File: config.mk
export PLATFORM = sky130hd
export DESIGN_NAME = locked_adder_key_sweep_ctrl_flat
export DESIGN_NICKNAME = d
export VERILOG_FILES = /design/src/rtl/locked_adder_key_sweep_ctrl_pkg.sv /design/src/rtl/locked_adder_key_sweep_ctrl_if.sv /design/src/rtl/locked_adder_key_sweep_ctrl_lfsr.sv /design/src/rtl/locked_adder_key_sweep_ctrl.sv /design/src/flat_wrapper.sv
export SDC_FILE = /design/constraint.sdc
export NUM_CORES = 1
export LEC_CHECK = 0
export CAP_MARGIN = 30
export CORE_ASPECT_RATIO = 1.4
export CORE_MARGIN = 4
export CORE_UTILIZATION = 49
export CTS_BUF_LIST = sky130_fd_sc_hd__clkbuf_4
export DETAILED_ROUTE_END_ITERATION = 7
export HOLD_SLACK_MARGIN = 0.1
export PLACE_DENSITY = 0.85
export SYNTH_ARGS = -nofsm -noshare
export SYNTH_HDL_FRONTEND = slang
export SYNTH_SLANG_ARGS = --single-unit
File: constraint.sdc
create_clock -name clk_i -period 4.7 [get_ports clk_i]
set_input_delay 1.175 -clock clk_i [delete_from_list [all_inputs] [get_ports clk_i]]
set_output_delay 1.175 -clock clk_i [all_outputs]
set_load 0.03 [all_outputs]
File: src/rtl/locked_adder_key_sweep_ctrl_pkg.sv
// Shared constants, state encodings and the LFSR step function for the
// locked-adder key sweep controller.
package lasc_pkg;

    localparam int KEY_W = 64;
    localparam int OP_W  = 32;

    localparam logic [31:0] LFSR_TAPS  = 32'h8020_0003;
    localparam logic [31:0] B_SEED_XOR = 32'h5A5A_5A5A;

    typedef logic [2:0] state_t;
    localparam state_t ST_IDLE   = 3'd0;
    localparam state_t ST_APPLY  = 3'd1;
    localparam state_t ST_SETTLE = 3'd2;
    localparam state_t ST_CHECK  = 3'd3;
    localparam state_t ST_REPORT = 3'd4;

    // Galois right-shift: the bit shifted out selects whether the taps are folded back in.
    function automatic logic [31:0] lfsr_next(input logic [31:0] s);
        return {1'b0, s[31:1]} ^ (s[0] ? LFSR_TAPS : 32'h0);
    endfunction

endpackage

File: src/rtl/locked_adder_key_sweep_ctrl_if.sv
// Host-side key request / job result handshake bundle of the key sweep controller.
interface locked_adder_key_sweep_ctrl_if #(
    parameter int IDX_W = 8,
    parameter int CNT_W = 8
);
    logic                      key_valid_i;
    logic                      key_ready_o;
    logic [lasc_pkg::KEY_W-1:0] key_i;
    logic [lasc_pkg::OP_W-1:0]  seed_i;
    logic                      res_valid_o;
    logic                      res_ready_i;
    logic [lasc_pkg::KEY_W-1:0] res_key_o;
    logic [CNT_W-1:0]          res_err_cnt_o;
    logic [IDX_W-1:0]          res_first_fail_o;
    logic                      res_pass_o;

    modport slave (
        input  key_valid_i, key_i, seed_i, res_ready_i,
        output key_ready_o, res_valid_o, res_key_o, res_err_cnt_o, res_first_fail_o, res_pass_o
    );

    modport master (
        output key_valid_i, key_i, seed_i, res_ready_i,
        input  key_ready_o, res_valid_o, res_key_o, res_err_cnt_o, res_first_fail_o, res_pass_o
    );
endinterface

File: src/rtl/locked_adder_key_sweep_ctrl_lfsr.sv
// 32-bit Galois LFSR operand generator; load has priority over step.
module lasc_lfsr32
    import lasc_pkg::*;
(
    input  logic        clk_i,
    input  logic        rst_ni,
    input  logic        load_i,
    input  logic        step_i,
    input  logic [31:0] seed_i,
    output logic [31:0] state_o
);
    logic [31:0] state_q;

    always_ff @(posedge clk_i) begin
        if (!rst_ni) begin
            state_q <= 32'h1;
        end else if (load_i) begin
            state_q <= seed_i;
        end else if (step_i) begin
            state_q <= lfsr_next(state_q);
        end
    end

    assign state_o = state_q;
endmodule

File: src/rtl/locked_adder_key_sweep_ctrl.sv
// Runs one candidate key against the locked adder over NUM_VEC LFSR operand pairs
// and reports the mismatch count and first failing vector index.
module locked_adder_key_sweep_ctrl
    import lasc_pkg::*;
#(
    parameter int NUM_VEC       = 16,
    parameter int SETTLE_CYCLES = 2,
    parameter int IDX_W         = 8,
    parameter int CNT_W         = 8
)(
    input  logic                   clk_i,
    input  logic                   rst_ni,
    locked_adder_key_sweep_ctrl_if.slave host,
    output logic [OP_W-1:0]        dut_add1_o,
    output logic [OP_W-1:0]        dut_add2_o,
    output logic [KEY_W-1:0]       dut_key_o,
    input  logic [OP_W:0]          dut_result_i
);
    localparam int SW = (SETTLE_CYCLES > 1) ? $clog2(SETTLE_CYCLES) : 1;

    state_t            state_q, state_d;
    logic [IDX_W-1:0]  vec_idx_q, vec_idx_d;
    logic [SW-1:0]     settle_q, settle_d;
    logic [CNT_W-1:0]  err_q, err_d;
    logic [IDX_W-1:0]  first_fail_q, first_fail_d;
    logic              pass_q, pass_d;
    logic [OP_W-1:0]   add1_q, add1_d, add2_q, add2_d;
    logic [KEY_W-1:0]  key_q, key_d;

    logic              lfsr_load, lfsr_step;
    logic [OP_W-1:0]   lfsr_a, lfsr_b, seed_b;
    logic              mismatch;

    // An all-zero Galois state never leaves zero, so the B seed is patched to 1.
    assign seed_b   = ((host.seed_i ^ B_SEED_XOR) == 32'h0) ? 32'h1 : (host.seed_i ^ B_SEED_XOR);
    assign mismatch = dut_result_i != ({1'b0, add1_q} + {1'b0, add2_q});

    lasc_lfsr32 u_lfsr_a (
        .clk_i(clk_i), .rst_ni(rst_ni), .load_i(lfsr_load), .step_i(lfsr_step),
        .seed_i(host.seed_i), .state_o(lfsr_a)
    );

    lasc_lfsr32 u_lfsr_b (
        .clk_i(clk_i), .rst_ni(rst_ni), .load_i(lfsr_load), .step_i(lfsr_step),
        .seed_i(seed_b), .state_o(lfsr_b)
    );

    always_comb begin
        state_d      = state_q;
        vec_idx_d    = vec_idx_q;
        settle_d     = settle_q;
        err_d        = err_q;
        first_fail_d = first_fail_q;
        pass_d       = pass_q;
        add1_d       = add1_q;
        add2_d       = add2_q;
        key_d        = key_q;
        lfsr_load    = 1'b0;
        lfsr_step    = 1'b0;
        case (state_q)
            ST_IDLE: begin
                if (host.key_valid_i) begin
                    key_d        = host.key_i;
                    vec_idx_d    = '0;
                    err_d        = '0;
                    first_fail_d = '1;
                    pass_d       = 1'b0;
                    lfsr_load    = 1'b1;
                    state_d      = ST_APPLY;
                end
            end
            ST_APPLY: begin
                add1_d   = lfsr_a;
                add2_d   = lfsr_b;
                settle_d = SW'(SETTLE_CYCLES - 1);
                state_d  = ST_SETTLE;
            end
            ST_SETTLE: begin
                if (settle_q == '0) state_d = ST_CHECK;
                else                settle_d = settle_q - SW'(1);
            end
            ST_CHECK: begin
                if (mismatch) begin
                    if (err_q != '1)        err_d = err_q + CNT_W'(1);
                    if (first_fail_q == '1) first_fail_d = vec_idx_q;
                end
                if (vec_idx_q == IDX_W'(NUM_VEC - 1)) begin
                    pass_d  = (err_d == '0);
                    state_d = ST_REPORT;
                end else begin
                    vec_idx_d = vec_idx_q + IDX_W'(1);
                    lfsr_step = 1'b1;
                    state_d   = ST_APPLY;
                end
            end
            ST_REPORT: begin
                if (host.res_ready_i) state_d = ST_IDLE;
            end
            default: state_d = ST_IDLE;
        endcase
    end

    always_ff @(posedge clk_i) begin
        if (!rst_ni) begin
            state_q      <= ST_IDLE;
            vec_idx_q    <= '0;
            settle_q     <= '0;
            err_q        <= '0;
            first_fail_q <= '1;
            pass_q       <= 1'b0;
            add1_q       <= '0;
            add2_q       <= '0;
            key_q        <= '0;
        end else begin
            state_q      <= state_d;
            vec_idx_q    <= vec_idx_d;
            settle_q     <= settle_d;
            err_q        <= err_d;
            first_fail_q <= first_fail_d;
            pass_q       <= pass_d;
            add1_q       <= add1_d;
            add2_q       <= add2_d;
            key_q        <= key_d;
        end
    end

    assign host.key_ready_o      = (state_q == ST_IDLE);
    assign host.res_valid_o      = (state_q == ST_REPORT);
    assign host.res_key_o        = key_q;
    assign host.res_err_cnt_o    = err_q;
    assign host.res_first_fail_o = first_fail_q;
    assign host.res_pass_o       = pass_q;
    assign dut_add1_o            = add1_q;
    assign dut_add2_o            = add2_q;
    assign dut_key_o             = key_q;
endmodule

File: src/flat_wrapper.sv
// flat-port wrapper written by rule: the top's interface ports become plain ports
module locked_adder_key_sweep_ctrl_flat import lasc_pkg::*;
#(
    parameter int NUM_VEC       = 16,
    parameter int SETTLE_CYCLES = 2,
    parameter int IDX_W         = 8,
    parameter int CNT_W         = 8
)
  (clk_i, rst_ni, dut_add1_o, dut_add2_o, dut_key_o, dut_result_i, host_key_valid_i, host_key_i, host_seed_i, host_res_ready_i, host_key_ready_o, host_res_valid_o, host_res_key_o, host_res_err_cnt_o, host_res_first_fail_o, host_res_pass_o);
  locked_adder_key_sweep_ctrl_if #(.IDX_W(IDX_W), .CNT_W(CNT_W)) host_i ();
  input  logic clk_i;
  input  logic rst_ni;
  output logic [OP_W-1:0] dut_add1_o;
  output logic [OP_W-1:0] dut_add2_o;
  output logic [KEY_W-1:0] dut_key_o;
  input  logic [OP_W:0] dut_result_i;
  input wire logic [$bits(host_i.key_valid_i)-1:0] host_key_valid_i;
  input wire logic [$bits(host_i.key_i)-1:0] host_key_i;
  input wire logic [$bits(host_i.seed_i)-1:0] host_seed_i;
  input wire logic [$bits(host_i.res_ready_i)-1:0] host_res_ready_i;
  output wire logic [$bits(host_i.key_ready_o)-1:0] host_key_ready_o;
  output wire logic [$bits(host_i.res_valid_o)-1:0] host_res_valid_o;
  output wire logic [$bits(host_i.res_key_o)-1:0] host_res_key_o;
  output wire logic [$bits(host_i.res_err_cnt_o)-1:0] host_res_err_cnt_o;
  output wire logic [$bits(host_i.res_first_fail_o)-1:0] host_res_first_fail_o;
  output wire logic [$bits(host_i.res_pass_o)-1:0] host_res_pass_o;
  assign host_i.key_valid_i = host_key_valid_i;
  assign host_i.key_i = host_key_i;
  assign host_i.seed_i = host_seed_i;
  assign host_i.res_ready_i = host_res_ready_i;
  assign host_key_ready_o = host_i.key_ready_o;
  assign host_res_valid_o = host_i.res_valid_o;
  assign host_res_key_o = host_i.res_key_o;
  assign host_res_err_cnt_o = host_i.res_err_cnt_o;
  assign host_res_first_fail_o = host_i.res_first_fail_o;
  assign host_res_pass_o = host_i.res_pass_o;
  locked_adder_key_sweep_ctrl #(.NUM_VEC(NUM_VEC), .SETTLE_CYCLES(SETTLE_CYCLES), .IDX_W(IDX_W), .CNT_W(CNT_W)) u_core (.clk_i(clk_i), .rst_ni(rst_ni), .host(host_i), .dut_add1_o(dut_add1_o), .dut_add2_o(dut_add2_o), .dut_key_o(dut_key_o), .dut_result_i(dut_result_i));
endmodule
### After elaboration in Yosys (flattened, before gate mapping)

Cells that the tools add are included.

| storage, ports and cells | value |
|---|---|
| register bits after elaboration | 221 |

| cells by class | value |
|---|---|
| $add $sub $neg | 4 |
| bitwise logic cells | 3 |
| equal/unequal tests | 15 |
| reductions and logical operators | 12 |
| muxes and demuxes | 32 |

Operator list:

| cell | count |
|---|---|
| 2-to-1 mux 32 bit | 7 |
| 2-to-1 mux 8 bit | 8 |
| bitwise XOR 31 x 32 -> 32 bit | 2 |
| case mux 8 bit (2 select lines) | 3 |
| adder 32 x 32 -> 33 bit | 1 |
| inequality test 33 bit | 1 |
| zero test 32 bit | 1 |
| adder 8 x 1 -> 8 bit (second input constant) | 2 |
| inverter 16 bit | 1 |
| case mux 3 bit (5 select lines) | 1 |
| 2-to-1 mux 3 bit | 4 |
| AND reduction 3 bit | 3 |
| equality test 8 x 4 -> 1 bit (second input constant) | 1 |
| equality test 8 bit (second input constant) | 1 |
| zero test 8 bit | 1 |
| inequality test 2 bit (second input constant) | 4 |
| inequality test 8 bit (second input constant) | 1 |
| 2-to-1 mux 1 bit | 7 |
| equality test 3 x 2 -> 1 bit (second input constant) | 2 |
| inequality test 2 x 1 -> 1 bit (second input constant) | 3 |
| nonzero test 2 bit | 3 |
| case mux 1 bit (2 select lines) | 2 |
| AND reduction 2 bit | 2 |
| AND reduction 4 bit | 1 |
| 4 further kinds | 4 |

### Depth between registers and ports, before layout

| depth | value |
|---|---|
| depth in word-level cells | 7 |
| gate-level depth with buffers | 15 |
| mapped depth without buffers | 14 |

### Modules after synthesis

Synthesis repeated with hierarchy kept, for this count alone.

| unflattened totals | value |
|---|---|
| cells, all modules | 1578 |
| area total of the unflattened synthesis | 12205.5 um^2 |

Modules (own cells, without submodules):

| module | area each (um^2) | cells each | times used |
|---|---|---|---|
| locked_adder_key_sweep_ctrl | 9052.4 | 1226 | 1 |
| lasc_lfsr32 | 1576.5 | 176 | 2 |

### Least setup slack after synthesis

Ideal clock, no wire load.

| timing | value |
|---|---|
| kind | input to register |
| from | input port dut_result_i[25] |
| to | register u_core.pass_q, in the netlist u_core.host.res_pass_o |
| path slack | 0.807 ns |
| stages on the path | 12 |
| setup time | 0.116 ns |
| arrival time | 3.776 ns |
| path through | xor2_1 -> or2_1 -> nor2_1 -> a2111oi_0 -> or4b_4 -> a2111oi_4 -> nand4_2 -> nor4_4 -> a31o_1 -> buf_6 -> mux2i_1 -> a41o_1 |

| on the way | value |
|---|---|
| cells in the longest elaborated chain, start to end | 6 |

Ends and longest elaborated chain:

| element | RTL line | source |
|---|---|---|
| start: declaration | flat_wrapper.sv:16 | `input logic [OP_W:0] dut_result_i;` |
| inequality test 33 bit | locked_adder_key_sweep_ctrl.sv:36 | `assign mismatch = dut_result_i != ({1'b0, add1_q} + {1'b0, add2_q});` |
| 2-to-1 mux 8 bit | locked_adder_key_sweep_ctrl.sv:83 | `if (mismatch) begin` |
| 2-to-1 mux 8 bit | locked_adder_key_sweep_ctrl.sv:60 | `case (state_q)` |
| zero test 8 bit | locked_adder_key_sweep_ctrl.sv:88 | `pass_d = (err_d == '0);` |
| 2-to-1 mux 1 bit | locked_adder_key_sweep_ctrl.sv:87 | `if (vec_idx_q == IDX_W'(NUM_VEC - 1)) begin` |
| case mux 1 bit (2 select lines) | locked_adder_key_sweep_ctrl.sv:60 |  |
| end signal: assignment | locked_adder_key_sweep_ctrl.sv:120 | `pass_q <= pass_d;` |
| end: declaration | locked_adder_key_sweep_ctrl.sv:26 | `logic pass_q, pass_d;` |

No other way between the ends. The select of a mux whose other input is x is not followed.
A chain may end at the register's enable or synchronous reset.

### Final worst setup path

| timing | value |
|---|---|
| from | register u_core.add2_q[4], in the netlist u_core.dut_add2_o[4] |
| to | register u_core.pass_q, in the netlist u_core.host.res_pass_o |

| on the way | value |
|---|---|
| cells in the longest elaborated chain, start to end | 7 |

Ends and longest elaborated chain:

| element | RTL line | source |
|---|---|---|
| start: declaration | locked_adder_key_sweep_ctrl.sv:27 | `logic [OP_W-1:0] add1_q, add1_d, add2_q, add2_d;` |
| start signal: assignment | locked_adder_key_sweep_ctrl.sv:112 | `add2_q <= '0;` |
| start signal: assignment | locked_adder_key_sweep_ctrl.sv:122 | `add2_q <= add2_d;` |
| adder 32 x 32 -> 33 bit | locked_adder_key_sweep_ctrl.sv:36 |  |
| inequality test 33 bit | locked_adder_key_sweep_ctrl.sv:36 |  |
| 2-to-1 mux 8 bit | locked_adder_key_sweep_ctrl.sv:83 |  |
| 2-to-1 mux 8 bit | locked_adder_key_sweep_ctrl.sv:60 |  |
| zero test 8 bit | locked_adder_key_sweep_ctrl.sv:88 |  |
| 2-to-1 mux 1 bit | locked_adder_key_sweep_ctrl.sv:87 |  |
| case mux 1 bit (2 select lines) | locked_adder_key_sweep_ctrl.sv:60 |  |

No other way between the ends. The select of a mux whose other input is x is not followed.

==> metrics.md <==
| Metric | Value |
|---|---|
| Required @ worst endpoint | `approximately 5.2 ns` |
| CORE AREA | `between 20000 and 25000 um^2` |
| Status | `complete, no violations` |
| Hold Fails Final Rpt | `0` |
| GRT Util Overall | `0.327` |
| Clk sinks | `around 220` |
| Top-count cell post-synth | `nand2_1` |
| Worst Hold End | `u_core.dut_add2_o[31]` |
| Unrepaired setup endpoints after global routing | `false` |
| Final setup margin | `between 0.3 and 0.4 ns` |
| Peak VDD IR | `between 200 and 250 uV` |
| RR Startpoint | `u_core.dut_add2_o[4]` |
| Postcts setup bufs | `0` |
| Peak Freq | `between 200 and 250 MHz` |
| Area delta synth->final | `33.9%` |
| Crit path time final | `~4.4 ns` |
| Grt ovf | `0` |
| Placed Cells | `2028` |
| Initial Util | `0.502` |
| I/O Buffers | `between 300 and 400` |
| CTS tree | `yes` |
| Syn. warnings | `0` |
| Worst hold path class | `reg -> reg` |
| Slew headroom | `0.351` |
| CP endpoint kind | `flip-flop` |
| First-pass GRT wire length | `between 60 and 70 mm` |
| Vias in the first global route | `roughly 12000` |
| Synthesized cell area | `11400 um^2` |
| Hold_sp | `u_core.u_lfsr_b.state_o[31]` |
| Cts repair resizes | `0` |
| R2r setup slk | `around 0.31 ns` |
| MaxCap Viol Count | `0` |
| Yosys cell types | `a little under 80` |
| Wire per inst | `between 20 and 25 um` |
| # IOs | `about 340` |
| Non-Filler Instances | `around 2100` |
| Die Y | `~190 um` |
| Total Power | `~5.3 mW` |
| Final Cycle Share | `0.933` |
| Cell Pwr Density | `~340 nW/um^2` |
| Rows | `65` |
| Slew Viols, Final | `0` |
| Root buffer cell | `clkbuf_4` |
| Hpwl dp | `roughly 33 mm` |
| DIE WIDTH | `137 um` |
| Synth top area share | `0.387` |
| Place WS | `-0.223 ns` |
| Synth top cells by count | `nand2_1, dfxtp_1, a21oi_1` |
| Crit path kind | `reg -> reg` |
| Syn nets | `1670` |
| Utilization after layout | `0.672` |
| Drt total wl | `between 40 and 50 mm` |
| Placed inst area | `~15000 um^2` |
| Worst R2R Path Depth | `14` |
| Setup violators final | `0` |
| Final-stage net count | `between 1500 and 2000` |
| Final Cell Area | `between 15000 and 20000 um^2` |
| Main synth FF type | `dfxtp_1` |
| Synthesized flop and latch total | `between 200 and 250` |
| # DRC | `0` |
| Total number of vias | `between 10000 and 15000` |
| Final GP Congestion | `1.00` |
| Peak fanout along the critical path | `6` |
| Die ar. | `~26000 um^2` |
| Pleak | `around 5.6 nW` |
| # hold bufs at CTS | `0` |
| Worst hold margin | `~0.47 ns` |
| Vias/cell | `5.81` |
| Share of cells above drive strength 1 | `0.0702` |
| Clock-pin slew on the worst setup and hold paths | `around 0.07 ns` |
| CTS Buf Count | `48` |
| Yosys top cell by area | `dfxtp_1` |
| Post-synthesis sequential area ratio | `0.387` |
| Clk_skew | `roughly 0.028 ns` |
| Routed Antenna Nets | `0` |
| First-pass iteration count of the detailed router | `5` |
| Largest net degree at the start of global routing | `~190` |
| Syn avg cell area | `~7.6 um^2` |
| Hold depth | `2` |
| Worst-margin pin slew | `just under 1 ns` |
| Setup_tns | `0 ns` |
| Number of DRC markers in iteration 0 | `roughly 750` |
| Latest clock arrival within the worst-skew pair | `0.62 ns` |
| Worst Path Arrival | `4.93 ns` |
| Post-synth ARST share | `0` |
| Max Buffers Root-to-Sink | `3` |
| Startpoint Class | `flip-flop` |
| R2r endpoint | `u_core.host.res_pass_o` |
| Post-synth EDFFs | `0` |
| Initial antenna violation count | `5` |
| Post-Syn Instances | `~1500` |
| Layout fillers | `approximately 1900` |
| Top cells by area, synth | `dfxtp_1, nand2_1, a21oi_1, buf_4, ha_1` |
| H-Tree Depth | `2` |
==> logic make-up after synthesis <==
logic type      Yosys count  synth area share
xor+xnor                 48            0.0368
compound gates          392             0.213
flops                   221             0.387
fa+ha+maj                35            0.0389
mux                      12            0.0106
buf+inv                 160            0.0760
simple gates            634             0.238
==> state kept, by name, indices dropped and copies added (netlist names) <==
| name | count |
|---|---|
| u_core.host.res_first_fail_o | 8 |
| u_core.host.res_pass_o | 1 |
| u_core.state_q | 3 |
| u_core.u_lfsr_a.state_o | 32 |
| u_core.host.res_err_cnt_o | 8 |
| u_core.u_lfsr_b.state_o | 32 |
| u_core.settle_q | 1 |
| u_core.vec_idx_q | 8 |
| u_core.dut_add2_o | 32 |
| u_core.dut_key_o | 64 |
| u_core.dut_add1_o | 32 |
==> how the worst max path moves through the flow <==
stage	from	endpoint	slack [ns]	depth (start not counted)
after global routing	u_core.dut_add2_o[26]	u_core.host.res_err_cnt_o[3]	0.12	16
after floorplan	dut_result_i[25]	u_core.host.res_pass_o	0.81	12
after CTS	u_core.dut_add2_o[0]	u_core.host.res_pass_o	0.37	15
after detailed placement	dut_result_i[25]	u_core.host.res_pass_o	-0.22	15
final	u_core.dut_add2_o[4]	u_core.host.res_pass_o	0.31	14
after global placement	dut_result_i[25]	u_core.host.res_pass_o	-0.18	15
==> layout make-up <==
cell class | count | area [um^2] | area share
diodes | 2 | 5.00 | 0.000327
inverters | 9 | 36.3 | 0.00237
well taps | 301 | 377 | 0.0246
multi-input cells | 1121 | 6160 | 0.403
clock buffers | 64 | 480 | 0.0314
clock inverters | 17 | 93.8 | 0.00613
flip-flops and latches | 221 | 4420 | 0.289
repair buffers | 376 | 3730 | 0.244
==> cell usage in the layout, fill, tap and decap left out, types with 19 or more instances in the layout <==
cell	n
clkbuf_4	64
dfxtp_1	221
nor2_1	104
clkdlybuf4s50_1	343
xnor2_1	28
o21ai_0	30
xor2_1	20
a311oi_1	20
nand2_1	413
ha_1	34
buf_4	29
nand3_1	19
a21oi_1	203
==> layer usage <==
| layer | GRT usage | vias to the layer above | routed length [um] |
|---|---|---|---|
| li1 | - | 5738 | - |
| met1 | 0.358 | 5700 | 15800 |
| met2 | 0.576 | 650 | 22100 |
| met3 | 0.0550 | 178 | 2750 |
| met4 | 0.201 | 4 | 3010 |
| met5 | 0 | - | 25 |
==> worst max-delay path, stage by stage (launching register included) <==
cell and delay [ns]:
dfxtp_1 0.44, ha_1 0.33, and2_1 0.18, a221o_1 0.36, or2_1 0.33, a2111oi_2 0.39, o32ai_1 0.16, nor4_1 0.67
nand4_2 0.21, nor4_4 0.37, buf_4 0.20, nand3_2 0.13, a21o_1 0.21, a22oi_2 0.19, a41o_1 0.17
==> report_power, final <==
part	leakage, nW	switching (mW)	total, mW	internal (mW)
Sequential	1.81	0.188	2.24	2.06
Combinational	3.42	0.983	1.62	0.636
Clock	0.341	0.720	1.41	0.688
No activity file was read; power rests on OpenSTA's default activity.
